**config.mk**
```make
export PLATFORM = sky130hd
export DESIGN_NAME = led_arbiter
export DESIGN_NICKNAME = d
export VERILOG_FILES = /design/src/rtl/led_pkg.sv /design/src/rtl/rr_pick.sv /design/src/rtl/led_arbiter.sv
export SDC_FILE = /design/constraint.sdc
export NUM_CORES = 1
export LEC_CHECK = 0
export BUFFER_PORTS_ARGS = -buffer_cell sky130_fd_sc_hd__buf_2
export CAP_MARGIN = 10
export CORE_UTILIZATION = 46
export DETAILED_ROUTE_END_ITERATION = 10
export GPL_TIMING_DRIVEN = 0
export PLACE_DENSITY = 0.7
export SLEW_MARGIN = 20
export SYNTH_ARGS = -nofsm -noshare
export SYNTH_HDL_FRONTEND = slang
export SYNTH_SLANG_ARGS = --single-unit
```
**constraint.sdc**
```tcl
create_clock -name sys_clk -period 4.42 [get_ports sys_clk]
set_input_delay 0.221 -clock sys_clk [delete_from_list [all_inputs] [get_ports sys_clk]]
set_output_delay 0.221 -clock sys_clk [all_outputs]
set_load 0.01 [all_outputs]
```
**src/rtl/led_pkg.sv**
```systemverilog
// led_pkg: shared LED types and default timing constants
package led_pkg;
    typedef enum logic [1:0] {IDLE, SHOW, GAP} led_arb_state_t;
    localparam int LED_W            = 4;
    localparam int HOLD_CYCLES_DEF  = 25_000_000;
    localparam int GAP_CYCLES_DEF   = 2_500_000;
endpackage

```
**src/rtl/rr_pick.sv**
```systemverilog
// rr_pick: combinational round-robin pick, first set req bit above last
module rr_pick #(
    parameter int NREQ = 4,
    parameter int LW   = $clog2(NREQ)
) (
    input  logic [NREQ-1:0] req,
    input  logic [LW-1:0]   last,
    output logic [NREQ-1:0] win,
    output logic            any
);
    logic [LW-1:0] w_j;
    assign any = |req;
    // Walk offsets downward so the nearest candidate after last wins.
    always_comb begin
        win = '0;
        w_j = '0;
        for (int k = NREQ; k >= 1; k--) begin
            w_j = LW'((int'(last) + k) % NREQ);
            if (req[w_j]) win = NREQ'(1) << w_j;
        end
    end
endmodule

```
**src/rtl/led_arbiter.sv**
```systemverilog
// led_arbiter: round-robin owner of the LED bank with hold window and guard gap
module led_arbiter import led_pkg::*; #(
    parameter int NREQ        = 4,
    parameter int HOLD_CYCLES = HOLD_CYCLES_DEF,
    parameter int GAP_CYCLES  = GAP_CYCLES_DEF
) (
    input  logic                  sys_clk,
    input  logic                  rst_n,
    input  logic [NREQ-1:0]       req,
    input  logic [LED_W*NREQ-1:0] pat,
    output logic [NREQ-1:0]       gnt,
    output logic                  done,
    output logic                  busy,
    output logic [LED_W-1:0]      led
);
    localparam int LW = $clog2(NREQ);
    localparam int CW = $clog2(HOLD_CYCLES > GAP_CYCLES ? HOLD_CYCLES : GAP_CYCLES);
    led_arb_state_t    r_state;
    logic [CW-1:0]     r_cnt;
    logic [LW-1:0]     r_last;
    logic [NREQ-1:0]   r_gnt;
    logic              r_done;
    logic              r_busy;
    logic [LED_W-1:0]  r_led;
    logic [NREQ-1:0]   w_win;
    logic              w_any;
    logic [LW-1:0]     w_idx;
    logic [LED_W-1:0]  w_pat;
    rr_pick #(.NREQ(NREQ), .LW(LW)) u_pick (
        .req  (req),
        .last (r_last),
        .win  (w_win),
        .any  (w_any)
    );
    always_comb begin
        w_idx = '0;
        for (int i = 0; i < NREQ; i++) if (w_win[i]) w_idx = LW'(i);
    end
    assign w_pat = pat[LED_W*int'(w_idx) +: LED_W];
    // A completed window takes precedence over a req drop on its final cycle.
    always_ff @(posedge sys_clk or negedge rst_n) begin
        if (!rst_n) begin
            r_state <= IDLE;
            r_cnt   <= '0;
            r_last  <= LW'(NREQ - 1);
            r_gnt   <= '0;
            r_done  <= 1'b0;
            r_busy  <= 1'b0;
            r_led   <= '0;
        end else begin
            r_done <= 1'b0;
            case (r_state)
                IDLE: if (w_any) begin
                    r_gnt   <= w_win;
                    r_led   <= w_pat;
                    r_last  <= w_idx;
                    r_cnt   <= '0;
                    r_busy  <= 1'b1;
                    r_state <= SHOW;
                end
                SHOW: if (r_cnt == CW'(HOLD_CYCLES - 1) || (req & r_gnt) == '0) begin
                    r_done  <= r_cnt == CW'(HOLD_CYCLES - 1);
                    r_gnt   <= '0;
                    r_led   <= '0;
                    r_cnt   <= '0;
                    r_state <= GAP;
                end else r_cnt <= r_cnt + 1'b1;
                GAP: if (r_cnt == CW'(GAP_CYCLES - 1)) begin
                    r_cnt   <= '0;
                    r_busy  <= 1'b0;
                    r_state <= IDLE;
                end else r_cnt <= r_cnt + 1'b1;
                default: r_state <= IDLE;
            endcase
        end
    end
    assign gnt  = r_gnt;
    assign done = r_done;
    assign busy = r_busy;
    assign led  = r_led;
endmodule
```
==> impl_metrics.tcl <==
set metrics [dict create \
    cts_root_buffer "clkbuf_8" \
    grt_pass1_wl_mm 11.1 \
    maxCapViolCount 0 \
    synth_commonest_cells "dfrtp_1, nand2_1, nor2_1" \
    async_reset_ff_frac 1.00 \
    grt_overflow 0 \
    reg2reg_depth 9 \
    clkSlewWorstSetupHoldPaths_ns 0.08 \
    arrival_ns 3.90 \
    nets 384 \
    synth_top_cell_area_share 0.326 \
    rows 28 \
    ctsResizeCount 0 \
    yosys_warnings 0 \
    vias 2495 \
    power_density_mw_per_mm2 571 \
    syn_area_mm2 0.00284 \
    rsz0062_at_grt "no" \
    reg2reg_to "led[3]" \
    io_buffers 31 \
    clock_path_buffers 2 \
    finalCritPeriodShare 0.828 \
    dr.pass1.iters 4 \
    syn_nets 346 \
    r2r_start "r_last[1]" \
    synthMostInstantiatedCell "dfrtp_1" \
    cp-start-kind "flip-flop" \
    ir_drop_mv 0.292 \
    syn_to_final_growth_pct 12.9 \
    worstSetupPathType "flip-flop to flip-flop" \
    startpoint "r_last[1]" \
    hold_violations 0 \
    cts_setup_buffers 0 \
    yosysSeqAreaShare 0.345 \
    drt_iter0_drc 104 \
    antenna_found_initial 0 \
    routedWlPerCell_um 15.7 \
    relSlewSlack 0.398 \
    crit_path_end "led[3]" \
    tns_ns 0 \
    layout-drive-gt1-share 0.194 \
    routed_wl_mm 6.66 \
    cts_tree "built" \
    final-max-slew-violation-count 0 \
    ios 32 \
    synthCells 311 \
    grt_pass1_vias 2454 \
    fin_util 0.541 \
    grt_usage 0.223 \
    synth_enable_flop_cells 0 \
    fmax_mhz 273 \
    status "complete, no violations" \
    synth_area_leaders "dfrtp_1, ha_1, nand2_1, mux4_2, nor2_1" \
    fillers 546 \
    hold_class "input pin to async pin" \
    skew_ns 0.00717 \
    drc 0 \
    ant_nets 0 \
    total_power_mw 1.83 \
    worst-endpoint-required_ns 4.66 \
    dieArea_mm2 0.00649 \
    initial_utilization 0.480 \
    yosysTopAreaCell "dfrtp_1" \
    setup_viol 0 \
    end_kind "flip-flop" \
    cp_max_fo 9 \
    synth_cell_types 61 \
    routabilityCongestion 0.831 \
    insertedDiodeCount 0 \
    worstSkewPairLatency_ns 0.30 \
    cts_buffers 5 \
    grt_max_degree 40 \
    coreArea_mm2 0.00592 \
    fin_crit_ns 3.66 \
    fp.dieH_um 80.6 \
    synthFlopType "dfrtp_1" \
    tightest_slew_ns 0.895 \
    power_leakage_nw 1.38 \
    reg2reg_setup_slack_ns 0.76 \
    cts_sinks 39 \
    htreeDepth 2 \
    postCtsHoldBufs 0 \
    dpl.hpwl_mm 4.95 \
    syn_avg_cell_area_um2 9.13 \
    die_w_um 80.6 \
    synth-seq-cells 39 \
    via_per_inst 5.87 \
]
-- layout make-up --
| type | count | area, µm² | area share |
|---|---|---|---|
| Multi-Input combinational cell | 246 | 1750 | 0.546 |
| Tap cell | 75 | 93.8 | 0.0293 |
| Clock inverter | 2 | 35.0 | 0.0109 |
| Inverter | 15 | 56.3 | 0.0176 |
| Sequential cell | 39 | 978 | 0.305 |
| Timing Repair Buffer | 31 | 155 | 0.0484 |
| Buffer | 11 | 53.8 | 0.0168 |
| Clock buffer | 6 | 82.6 | 0.0258 |
-- cell usage in the layout (no fill, tap or decap), drive strengths merged, types with 5 or more instances in the layout --
master   n
dfrtp   37
buf     37
nand2   32
nor2    23
o21ai   17
inv     15
ha      13
a21oi   12
nand2b  11
clkbuf  11
nand3   10
nand4    9
and3     7
o22ai    7
mux2     7
nor4     7
a22oi    6
a21o     6
mux2i    6
a211oi   6
nor3     5
nor3b    5
a221o    5
-- state kept, by name (all words and copies together) (netlist names) --
signal	cells
led	4
r_last	2
busy	1
r_cnt	25
r_state	2
gnt	4
done	1
-- logic make-up after synthesis --
family / count (synthesis) / synth area share
buffers and inverters: 26 / 0.0388
xor gates and xnor gates: 6 / 0.0185
DFF: 39 / 0.345
adders and majority gates: 13 / 0.0573
muxes: 17 / 0.0807
AOI/OAI and AO/OA: 83 / 0.217
and+or+nand+nor: 127 / 0.243
-- worst max-delay path, stage by stage, from the launching register on --
cell	delay (ns)
dfstp_2	0.58
clkbuf_1	0.30
inv_1	0.16
ha_1	0.43
mux4_2	0.60
and2_1	0.19
a2111oi_1	0.55
o31ai_1	0.24
a311oi_1	0.39
a221o_1	0.16
-- metrics by stage --
step / hold slack, ns / instances / setup WS, ns / instance area (µm²)
final: 0.0296 / 425 / 0.761 / 3210
after global routing: 0.118 / 425 / 0.572 / 3210
after CTS: 0.0623 / 425 / 0.832 / 3210
after detailed placement: 0.384 / 417 / 0.874 / 3090
after global placement: 0.391 / 417 / 0.921 / 3090
after floorplan: -0.0746 / 311 / 1.26 / 2840
-- per-layer routing --
| layer | vias up | global-route usage | wire, µm |
|---|---|---|---|
| met1 | 1201 | 0.277 | 3120 |
| met4 | 0 | 0.0696 | 91 |
| met5 | - | 0 | 0 |
| met3 | 8 | 0.0364 | 193 |
| li1 | 1242 | - | - |
| met2 | 44 | 0.393 | 3260 |
-- worst min path at each step --
stage          start        to  slack [ns]  cells after the start
6_report       rst_n  r_cnt[3]        0.03                      1
5_1_grt        rst_n  r_cnt[4]        0.12                      1
4_1_cts        rst_n  r_cnt[4]        0.06                      1
3_5_place_dp   rst_n  r_cnt[4]        0.38                      1
3_3_place_gp   rst_n  r_cnt[3]        0.39                      1
2_1_floorplan  rst_n      busy       -0.07                      0
-- power breakdown --
group | internal, mW | switching (mW) | leakage [nW]
clock | 0.183 | 0.126 | 0.0612
sequential | 0.418 | 0.0476 | 0.522
combinational | 0.437 | 0.619 | 0.799
total | 1.04 | 0.792 | 1.38
Power figures use the tool's default switching activity.
